[src/rtl/imem_pkg.sv]
// Shared types and constants for the instruction-memory fetch/loader arbiter.
// Holds the sequencer state encoding and the lane-insert helper used during assembly.
package imem_pkg;

  typedef enum logic [1:0] {
    IDLE = 2'd0,
    RD   = 2'd1,
    LAST = 2'd2,
    RESP = 2'd3
  } imem_state_e;

  localparam logic [31:0] IMEM_NOP   = 32'h0000_0013;
  localparam int          IMEM_BEATS = 4;

  // Returns word with byte lane 'lane' replaced by 'b' (lane 0 = bits [7:0]).
  function automatic logic [31:0] imem_put_lane(input logic [31:0] word,
                                                input logic [1:0]  lane,
                                                input logic [7:0]  b);
    logic [31:0] w;
    w = word;
    case (lane)
      2'd0:    w[7:0]   = b;
      2'd1:    w[15:8]  = b;
      2'd2:    w[23:16] = b;
      2'd3:    w[31:24] = b;
      default: w        = word;
    endcase
    return w;
  endfunction

endpackage

[src/rtl/imem_fetch_arbiter.sv]
// Shares a single-port byte RAM between the IF stage (4-byte little-endian word fetch)
// and the boot loader (byte writes, strict priority while it is active).
module imem_fetch_arbiter
  import imem_pkg::*;
#(
  parameter  int IROM_SPACE = 1024,
  localparam int AW         = $clog2(IROM_SPACE)
) (
  input  logic          clk,
  input  logic          rst,
  input  logic          flush,
  input  logic          req_valid,
  output logic          req_ready,
  input  logic [31:0]   req_addr,
  output logic          rsp_valid,
  input  logic          rsp_ready,
  output logic [31:0]   rsp_data,
  output logic          rsp_err,
  input  logic          ld_valid,
  output logic          ld_ready,
  input  logic [31:0]   ld_addr,
  input  logic [7:0]    ld_data,
  output logic          mem_en,
  output logic          mem_we,
  output logic [AW-1:0] mem_addr,
  output logic [7:0]    mem_wdata,
  input  logic [7:0]    mem_rdata
);

  localparam logic [1:0] LAST_BEAT = 2'(IMEM_BEATS - 1);

  imem_state_e   r_state;
  imem_state_e   w_next;
  logic [AW-1:0] r_base;
  logic [1:0]    r_beat;
  logic [31:0]   r_data;
  logic          r_err;
  logic          r_rsp_valid;

  logic          w_idle;
  logic          w_ld_fire;
  logic          w_req_fire;
  logic          w_ld_in_range;
  logic          w_req_in_range;
  logic [AW-1:0] w_rd_addr;

  assign w_idle         = (r_state == IDLE) && !rst;
  assign w_ld_in_range  = (ld_addr[31:AW] == {(32-AW){1'b0}});
  assign w_req_in_range = (req_addr[31:AW] == {(32-AW){1'b0}});
  assign w_ld_fire      = w_idle && !flush && ld_valid;
  assign w_req_fire     = w_idle && !flush && !ld_valid && req_valid;
  assign w_rd_addr      = r_base + {{(AW-2){1'b0}}, r_beat};

  assign ld_ready  = w_idle && !flush;
  assign req_ready = w_idle && !flush && !ld_valid;

  assign rsp_valid = r_rsp_valid;
  assign rsp_data  = r_data;
  assign rsp_err   = r_err;

  // Next-state and RAM port drive; loader bytes go straight through in IDLE.
  always_comb begin
    w_next    = r_state;
    mem_en    = 1'b0;
    mem_we    = 1'b0;
    mem_addr  = {AW{1'b0}};
    mem_wdata = 8'h00;
    if (rst) begin
      w_next = IDLE;
    end else begin
      case (r_state)
        IDLE: begin
          if (w_ld_fire) begin
            mem_en    = 1'b1;
            mem_we    = w_ld_in_range;
            mem_addr  = ld_addr[AW-1:0];
            mem_wdata = ld_data;
          end else if (w_req_fire) begin
            w_next = w_req_in_range ? RD : RESP;
          end else begin
            w_next = IDLE;
          end
        end
        RD: begin
          mem_en   = 1'b1;
          mem_addr = w_rd_addr;
          if (r_beat == LAST_BEAT) begin
            w_next = LAST;
          end else begin
            w_next = RD;
          end
        end
        LAST: begin
          w_next = RESP;
        end
        RESP: begin
          if (rsp_ready) begin
            w_next = IDLE;
          end else begin
            w_next = RESP;
          end
        end
        default: begin
          w_next = IDLE;
        end
      endcase
      if (flush) begin
        w_next = IDLE;
      end else begin
        w_next = w_next;
      end
    end
  end

  // State, fetch context and registered response.
  always_ff @(posedge clk) begin
    if (rst) begin
      r_state     <= IDLE;
      r_base      <= {AW{1'b0}};
      r_beat      <= 2'd0;
      r_data      <= 32'h0000_0000;
      r_err       <= 1'b0;
      r_rsp_valid <= 1'b0;
    end else begin
      r_state     <= w_next;
      r_rsp_valid <= (w_next == RESP);
      case (r_state)
        IDLE: begin
          if (w_req_fire && w_req_in_range) begin
            r_base <= req_addr[AW-1:0];
            r_beat <= 2'd0;
            r_data <= 32'h0000_0000;
            r_err  <= 1'b0;
          end else if (w_req_fire) begin
            r_data <= IMEM_NOP;
            r_err  <= 1'b1;
          end
        end
        RD: begin
          r_beat <= r_beat + 2'd1;
          // Read data lags the address by one cycle, so beat N lands lane N-1.
          if (r_beat != 2'd0) begin
            r_data <= imem_put_lane(r_data, r_beat - 2'd1, mem_rdata);
          end
        end
        LAST: begin
          r_data <= imem_put_lane(r_data, LAST_BEAT, mem_rdata);
        end
        RESP: begin
          if (flush || rsp_ready) begin
            r_err <= 1'b0;
          end
        end
        default: begin
          r_beat <= 2'd0;
        end
      endcase
    end
  end

endmodule

[config.mk]
export PLATFORM = sky130hd
export DESIGN_NAME = imem_fetch_arbiter
export DESIGN_NICKNAME = d
export VERILOG_FILES = /design/src/rtl/imem_pkg.sv /design/src/rtl/imem_fetch_arbiter.sv
export SDC_FILE = /design/constraint.sdc
export NUM_CORES = 1
export LEC_CHECK = 0
export BUFFER_PORTS_ARGS = -buffer_cell sky130_fd_sc_hd__buf_2
export CORE_AREA = 8 8 91 93
export DETAILED_ROUTE_END_ITERATION = 8
export DIE_AREA = 0 0 99 101
export MAX_ROUTING_LAYER = met4
export PLACE_DENSITY = 0.75
export SLEW_MARGIN = 30
export SYNTH_ARGS = -nofsm -noshare
export SYNTH_HDL_FRONTEND = slang
export SYNTH_SLANG_ARGS = --single-unit
[constraint.sdc]
create_clock -name clk -period 2.1 [get_ports clk]
set_input_delay 0.21 -clock clk [delete_from_list [all_inputs] [get_ports clk]]
set_output_delay 0.21 -clock clk [all_outputs]
set_load 0.02 [all_outputs]
# After elaboration in Yosys (flattened, before gate mapping)
# Index checks and enable logic that the tools add are counted.
# totals
register_bits,48
in_bits,86
output_inout_bits,56
wordCells,88
# op_classes
add_sub_neg,3
eq_ne,16
mux,34
n_bitwise,1
reduce_logical,25
# op_table
operator,count
32-bit 2-to-1 mux,3
32-bit one-hot mux with 3 select lines,1
8-bit 2-to-1 mux,7
22-bit zero test,2
10-bit 2-to-1 mux,2
10-bit one-hot mux with 2 select lines,1
2-bit 2-to-1 mux,8
5-bit AND reduction,3
2-bit equality test (second input constant),6
10-bit by 2-bit adder with 10-bit output,1
1-bit 2-to-1 mux,8
2-bit by 1-bit != test with 1-bit output (second input constant),4
2-bit one-hot mux with 4 select lines,1
1-bit logical AND,6
2-bit != test (second input constant),3
2-bit nonzero test,3
2-bit by 1-bit equality test with 1-bit output (second input constant),2
2-bit zero test,2
1-bit one-hot mux with 2 select lines,2
2-bit one-hot mux with 2 select lines,1
2-bit AND reduction,2
4-bit AND reduction,1
1-bit zero test,3
3-bit by 2-bit != test with 1-bit output (second input constant),1
6 further kinds,6

# Logic depth before layout (Yosys ltp)
# Gate-level depths: netlist of run 1.
# depth
ltp_word,11
depth_mapped,8
mapped_depth_nobuf,7

# Worst setup path after synthesis of run 1
# OpenSTA, ideal clock, no wires.
# synth_path
path_type,register to output
start,register r_state[0]
end,output mem_addr[3]
arrival_time_ns,1.886
required_ns,1.890
path_slack_ns,0.004
stages_incl_launch_ff,7
path_buffers,1
path_cell_list,dfxtp_1 > inv_1 > ha_1 > nor4bb_1 > clkbuf_1 > nand2_1 > a21oi_1
# synth_via
elab_chain_cells,7
elab_cells_between_ends,8
cone_classes,eq/ne: 1; mux: 3; reduce/logical: 4
# synth_rtl
item,line_no,text
start: declaration,imem_fetch_arbiter.sv:32,imem_state_e r_state;
start signal: assignment,imem_fetch_arbiter.sv:125,r_state <= w_next;
2-bit zero test,"imem_fetch_arbiter.sv:47, imem_fetch_arbiter.sv:71",
1-bit logical AND,imem_fetch_arbiter.sv:47,assign w_idle = (r_state == IDLE) && !rst;
1-bit logical AND (2 in series),imem_fetch_arbiter.sv:50,assign w_ld_fire = w_idle && !flush && ld_valid;
10-bit 2-to-1 mux,imem_fetch_arbiter.sv:73,if (w_ld_fire) begin
10-bit one-hot mux with 2 select lines *,imem_fetch_arbiter.sv:71,case (r_state)
10-bit 2-to-1 mux *,imem_fetch_arbiter.sv:68,if (rst) begin
end: declaration,imem_fetch_arbiter.sv:25,"output logic [AW-1:0] mem_addr,"
# Every way passes the cells marked *; elsewhere a longest branch is shown, timed or not.

# Worst setup path in the final report of run 1
# layout_path
start,register r_beat[0]
end,output mem_addr[4]
# layout_via
elab_chain_cells,3
# layout_rtl
item,line_no,text
start: declaration,imem_fetch_arbiter.sv:35,logic [1:0] r_beat;
start signal: assignment,imem_fetch_arbiter.sv:140,r_beat <= r_beat + 2'd1;
10-bit by 2-bit adder with 10-bit output,imem_fetch_arbiter.sv:52,"assign w_rd_addr = r_base + {{(AW-2){1'b0}}, r_beat};"
10-bit one-hot mux with 2 select lines,imem_fetch_arbiter.sv:71,
10-bit 2-to-1 mux,imem_fetch_arbiter.sv:68,
# No other way between the ends.

==> results.cfg, run 1 <==
[run_status]
status = complete, no violations

[worst_setup_path]
r2r-start = r_state[0]
path_max_fanout = 2
worst-setup-path-type = reg -> out
cp.arrival_ns = 1.89
r2r_slack_ns = 0.16
rr_endpoint = r_beat[0]
start_kind = flip-flop
worstPathRequired_ns = 1.89
rr_worst_depth = 8
endpoint_kind = primary output

[route]
wl_per_cell_um = 17.3
ant_nets = 0
first_pass_iters = 4
vias_per_cell = 5.38
routed_wirelength_um = 9560
dr.first_iter.drc_count = 83
drcViolationCount = 0
vias = 2968

[power]
finalPower_w = 0.00201
p_leak_nw = 1.75
combPwrFrac = 0.155
powerDensity_nw_per_um2 = 511
p_seq_frac = 0.459
p_switching_w = 0.000470
switching_share = 0.234
internal-power_w = 0.00153
ir_drop_uv = 380
clkPwrFrac = 0.386

[global_routing]
overflow = 0
grt_pass1_wl_um = 14600
grt_pass1_vias = 2980
track_usage = 0.185
antenna_found_initial = 0
grt_max_degree = 30

[layout]
multi_input_area_um2 = 1740
fin_nets = 570
layout_common_cells = 133 x buf_2, 44 x dfxtp_1, 33 x nor2_1, 24 x buf_4, 22 x a21oi_1
seq_area_um2 = 966
fillers = 639
area_growth_pct = 45.0
final_common_cell = buf_2
drive_gt1_frac = 0.419
diodes = 0
fin_util = 0.565

[yosys]
synth-async-reset-ratio = 0
syn_nets = 419
synth_edf_count = 0
yosys_warnings = 0
ys.flop_type = dfxtp_1
seq_area_frac_synth = 0.355
ys_ff_latch = 48
avgSynthCellArea_um2 = 8.49
ys_types = 49
synth_cells = 319
synthesis.area_um2 = 2710

[clocking]
cts_root_buffer = clkbuf_8
clock_latency_ns = 0.30
cts_tree = done
cts_sinks = 48
ctsHtreeMaxLevel = 2
clockBufferDepth = 2
clk_pin_slew_ns = 0.08
cts_made_buffers = 5
postCtsHoldBufs = 0

[timing]
fin_crit_sh = 0.999
max_freq_mhz = 477
layout_min_cycle_time_ns = 2.10
maxSlewViolCount = 0
slew_headroom = 0.700
setup_viol = 0
tightest_slew_ns = 0.438
hold_viol = 0
rsz0062_at_grt = true
finClkSkew_ns = 0.00763

[place]
routabilityCongestion = 0.966
portBuffers = 141
dp_hpwl_um = 7410

[floorplan]
io_pins = 142
die_x_um = 99
die_y_um = 101
num_rows = 31
initial_utilization = 0.390
die_area_um2 = 10000
fp.coreArea_um2 = 6940

[min_path]
whs_endpoint = r_base[5]
worstHoldPathType = in -> reg
worstHoldPathCells = 3
worstHoldStart = req_addr[5]

[job]
max-cap-violations = 0
## worst max-delay path, stage by stage (launching register included)
cell,delay [ns]
dfxtp_2,0.35
ha_4,0.17
fa_2,0.35
and3_4,0.21
xnor2_2,0.13
a2bb2oi_1,0.16
nor2_1,0.06
buf_4,0.16
## timing repair
| item | CTS | global route |
|---|---|---|
| setup endpoints to repair | 11 | 27 |
| buffers inserted | 2 | 2 |
| gates resized for setup | 16 | 25 |
| endpoints found under the hold margin | 0 | 0 |
| gates cloned | 0 | 1 |
| pin swaps | 4 | 8 |
## synth_stat cells, types with 4 or more instances
library cell | instances | area share
o21a_1 | 4 | 0.011
dfxtp_1 | 48 | 0.35
nand4_1 | 13 | 0.030
mux2i_1 | 21 | 0.078
nor4_1 | 10 | 0.023
nand2b_1 | 11 | 0.025
clkbuf_1 | 15 | 0.021
o21ai_1 | 14 | 0.026
inv_1 | 11 | 0.015
xnor2_1 | 4 | 0.013
nand2_1 | 11 | 0.015
ha_1 | 13 | 0.060
a22oi_1 | 4 | 0.011
nor3_1 | 5 | 0.0092
a21oi_1 | 25 | 0.046
and2_1 | 17 | 0.039
o21ai_0 | 6 | 0.011
nor2_1 | 33 | 0.046
nand3_1 | 14 | 0.026
## how the worst max path moves through the flow
stage / start / slack, ns / cells after the start / to
2_1_floorplan: r_state[0] / 0.004 / 6 / mem_addr[3]
3_3_place_gp: ld_valid / 0.14 / 6 / rsp_data[2]
3_5_place_dp: ld_valid / 0.08 / 6 / rsp_data[6]
4_1_cts: r_base[0] / -0.06 / 7 / mem_addr[4]
5_1_grt: r_beat[0] / -0.08 / 7 / mem_addr[6]
6_report: r_beat[0] / 0.002 / 7 / mem_addr[4]
## state kept, by name, summed over array words and instances, names as in the netlist
name	cells
r_state	2
rsp_valid	1
r_base	10
rsp_err	1
r_beat	2
rsp_data	32
## stage by stage
step	hold WS [ns]	std cells	setup TNS [ns]	instance area (µm²)	setup slack, ns
floorplan	0.300	319	0	2710	0.00439
global placement	0.454	540	0	3600	0.142
detailed placement	0.454	540	0	3600	0.0808
CTS	0.157	549	-0.0638	3800	-0.0638
global route	0.156	552	-0.181	3930	-0.0835
finish	0.165	552	0	3930	0.00223
## power groups by stage
stage / combinational (W) / clock, W / sequential [W]
after global routing: 0.000336 / 0.000832 / 0.000923
after floorplan: 0.000132 / 0 / 0.000952
final: 0.000310 / 0.000773 / 0.000921
after global placement: 0.000287 / 0 / 0.000942
after detailed placement: 0.000293 / 0 / 0.000942
after CTS: 0.000298 / 0.000792 / 0.000921
## layer usage
| layer | GRT usage | routed length, µm | vias up |
|---|---|---|---|
| met5 | - | 0 | - |
| met4 | 0.0437 | 87 | 0 |
| met3 | 0.0649 | 931 | 8 |
| met2 | 0.315 | 4610 | 130 |
| met1 | 0.201 | 3930 | 1381 |
| li1 | - | - | 1449 |
## layout make-up
cell class,instances,area share
inverter,12,0.0115
sequential,48,0.246
timing repair buffer,162,0.240
clock inverter,2,0.0153
clock buffer,5,0.0175
tap,82,0.0261
multi-input combinational,241,0.443
## cell families after synthesis
family | count (synthesis) | share of synthesized area
fa+ha+maj | 14 | 0.0675
compound gates | 72 | 0.180
xor+xnor | 6 | 0.0194
buf+inv | 30 | 0.0462
mux | 21 | 0.0776
flops | 48 | 0.355
simple gates | 128 | 0.254
Note: power is estimated with default switching activity, not from simulation.
==> inputs of run 2 (changes only) <==
--- a/config.mk
+++ b/config.mk
@@ -6,9 +6,9 @@
 export NUM_CORES = 1
 export LEC_CHECK = 0
 export BUFFER_PORTS_ARGS = -buffer_cell sky130_fd_sc_hd__buf_2
-export CORE_AREA = 8 8 91 93
+export CORE_AREA = 2 2 85 87
 export DETAILED_ROUTE_END_ITERATION = 8
-export DIE_AREA = 0 0 99 101
+export DIE_AREA = 0 0 87 89
 export MAX_ROUTING_LAYER = met4
 export PLACE_DENSITY = 0.75
 export SLEW_MARGIN = 30
==> results.cfg, run 2 (same netlist as run 1, synthesis figures left out) <==
[layout]
drive_gt1_frac = 0.414
largest_register_ffs = 32
final_common_cell = buf_2
fillers = 592
diodes = 0
layout_common_cells = 135 x buf_2, 44 x dfxtp_1, 33 x nor2_1, 24 x a21oi_1, 23 x buf_4
fin_nets = 572
area_growth_pct = 44.1

[place]
portBuffers = 141
dp_hpwl_um = 6160
routabilityCongestion = 0.827

[floorplan]
fp.coreArea_um2 = 6720
io_pins = 142
die_x_um = 87
num_rows = 30
die_area_um2 = 7740
die_y_um = 89
initial_utilization = 0.403

[global_routing]
grt_most_used_layer = met2
track_usage = 0.209
grt_max_degree = 31
grt_util_met1 = 0.232
grt_pass1_vias = 2811
overflow = 0
grt_pass1_wl_um = 12700
met2_usage = 0.378
grtUsageMet3 = 0.0369
antenna_found_initial = 0

[route]
first_pass_iters = 6
vias_per_cell = 5.41
routed_wirelength_um = 8250
wl_per_cell_um = 14.9
vias = 2989
dr.first_iter.drc_count = 117
ant_nets = 0
drcViolationCount = 0

[timing]
holdWs_ns = 0.176
finClkSkew_ns = 0.00436
setup_viol = 0
slew_headroom = 0.647
maxSlewViolCount = 0
layout_min_cycle_time_ns = 2.08
max_freq_mhz = 480
tightest_slew_ns = 0.516
rsz0062_at_grt = true
hold_viol = 0
fin_crit_sh = 0.993

[worst_setup_path]
worst-setup-path-type = reg -> out
cp.arrival_ns = 1.87
worstPathRequired_ns = 1.89
path_max_fanout = 2
endpoint_kind = primary output
start_kind = flip-flop

[clocking]
clockBufferDepth = 2
ctsHtreeMaxLevel = 2
postCtsHoldBufs = 0
cts_root_buffer = clkbuf_8
cts_sinks = 48
cts_made_buffers = 5
cts_tree = done
clk_pin_slew_ns = 0.08
clock_latency_ns = 0.29

[run_status]
status = complete, no violations

[power]
finalPower_w = 0.00193
powerDensity_nw_per_um2 = 495
p_leak_nw = 1.75
ir_drop_uv = 419

[min_path]
worstHoldPathType = in -> reg

[job]
max-cap-violations = 0
-- run 2: final timing paths --
| check | start | to | slack [ns] | cells past startpoint |
|---|---|---|---|---|
| max | r_base[0] | mem_addr[4] | 0.02 | 7 |
| min | req_addr[9] | r_base[9] | 0.18 | 3 |
| max reg2reg | r_state[0] | r_state[1] | 0.15 | 7 |
| min reg2reg | rsp_data[26] | rsp_data[26] | 0.47 | 2 |
-- run 2: critical path, cell delays in order (launching register included) --
cell and delay, ns:
dfxtp_2 0.34, ha_4 0.16, fa_2 0.36, and3_4 0.21
xnor2_2 0.12, a2bb2oi_1 0.16, nor2_1 0.06, buf_4 0.16
-- run 2: what timing repair did --
action | CTS | global route
gates resized for setup | 20 | 23
setup buffers | 4 | 1
gates cloned | 2 | 0
endpoints found under the setup margin | 21 | 37
pin swaps | 4 | 11
-- run 2: routing by layer --
metal,wire (µm),vias to the layer above,part of all wire
li1,-,1453,-
met5,0,-,0
met1,3270,1380,0.40
met3,647,19,0.078
met4,182,0,0.022
met2,4150,137,0.50
-- run 2: area by class of cell --
cell class                      count  area, µm²  area share
Clock buffer                        7       96.3      0.0247
Clock inverter                      1       30.0     0.00769
Sequential cell                    48        968       0.248
Inverter                           12       47.5      0.0122
Multi-Input combinational cell    241       1730       0.442
Tap cell                           80        100      0.0256
Timing Repair Buffer              164        933       0.239
-- run 2: stage by stage --
step | utilization | cells | TNS (ns) | area [µm²] | setup slack (ns)
3_5_place_dp | 0.534 | 538 | -0.0968 | 3580 | -0.0968
2_1_floorplan | - | 319 | 0 | 2710 | 0.00439
6_report | 0.581 | 553 | 0 | 3900 | 0.0156
5_1_grt | 0.581 | 553 | -0.143 | 3900 | -0.0473
3_3_place_gp | 0.534 | 538 | 0 | 3580 | 0.0357
4_1_cts | 0.568 | 552 | -0.0277 | 3820 | -0.0277
-- run 2: where the power goes --
group | switching, W | leakage, nW | internal, W
clock network | 0.000291 | 0.0645 | 0.000420
registers | 0.00000403 | 0.389 | 0.000916
logic | 0.000155 | 1.29 | 0.000147
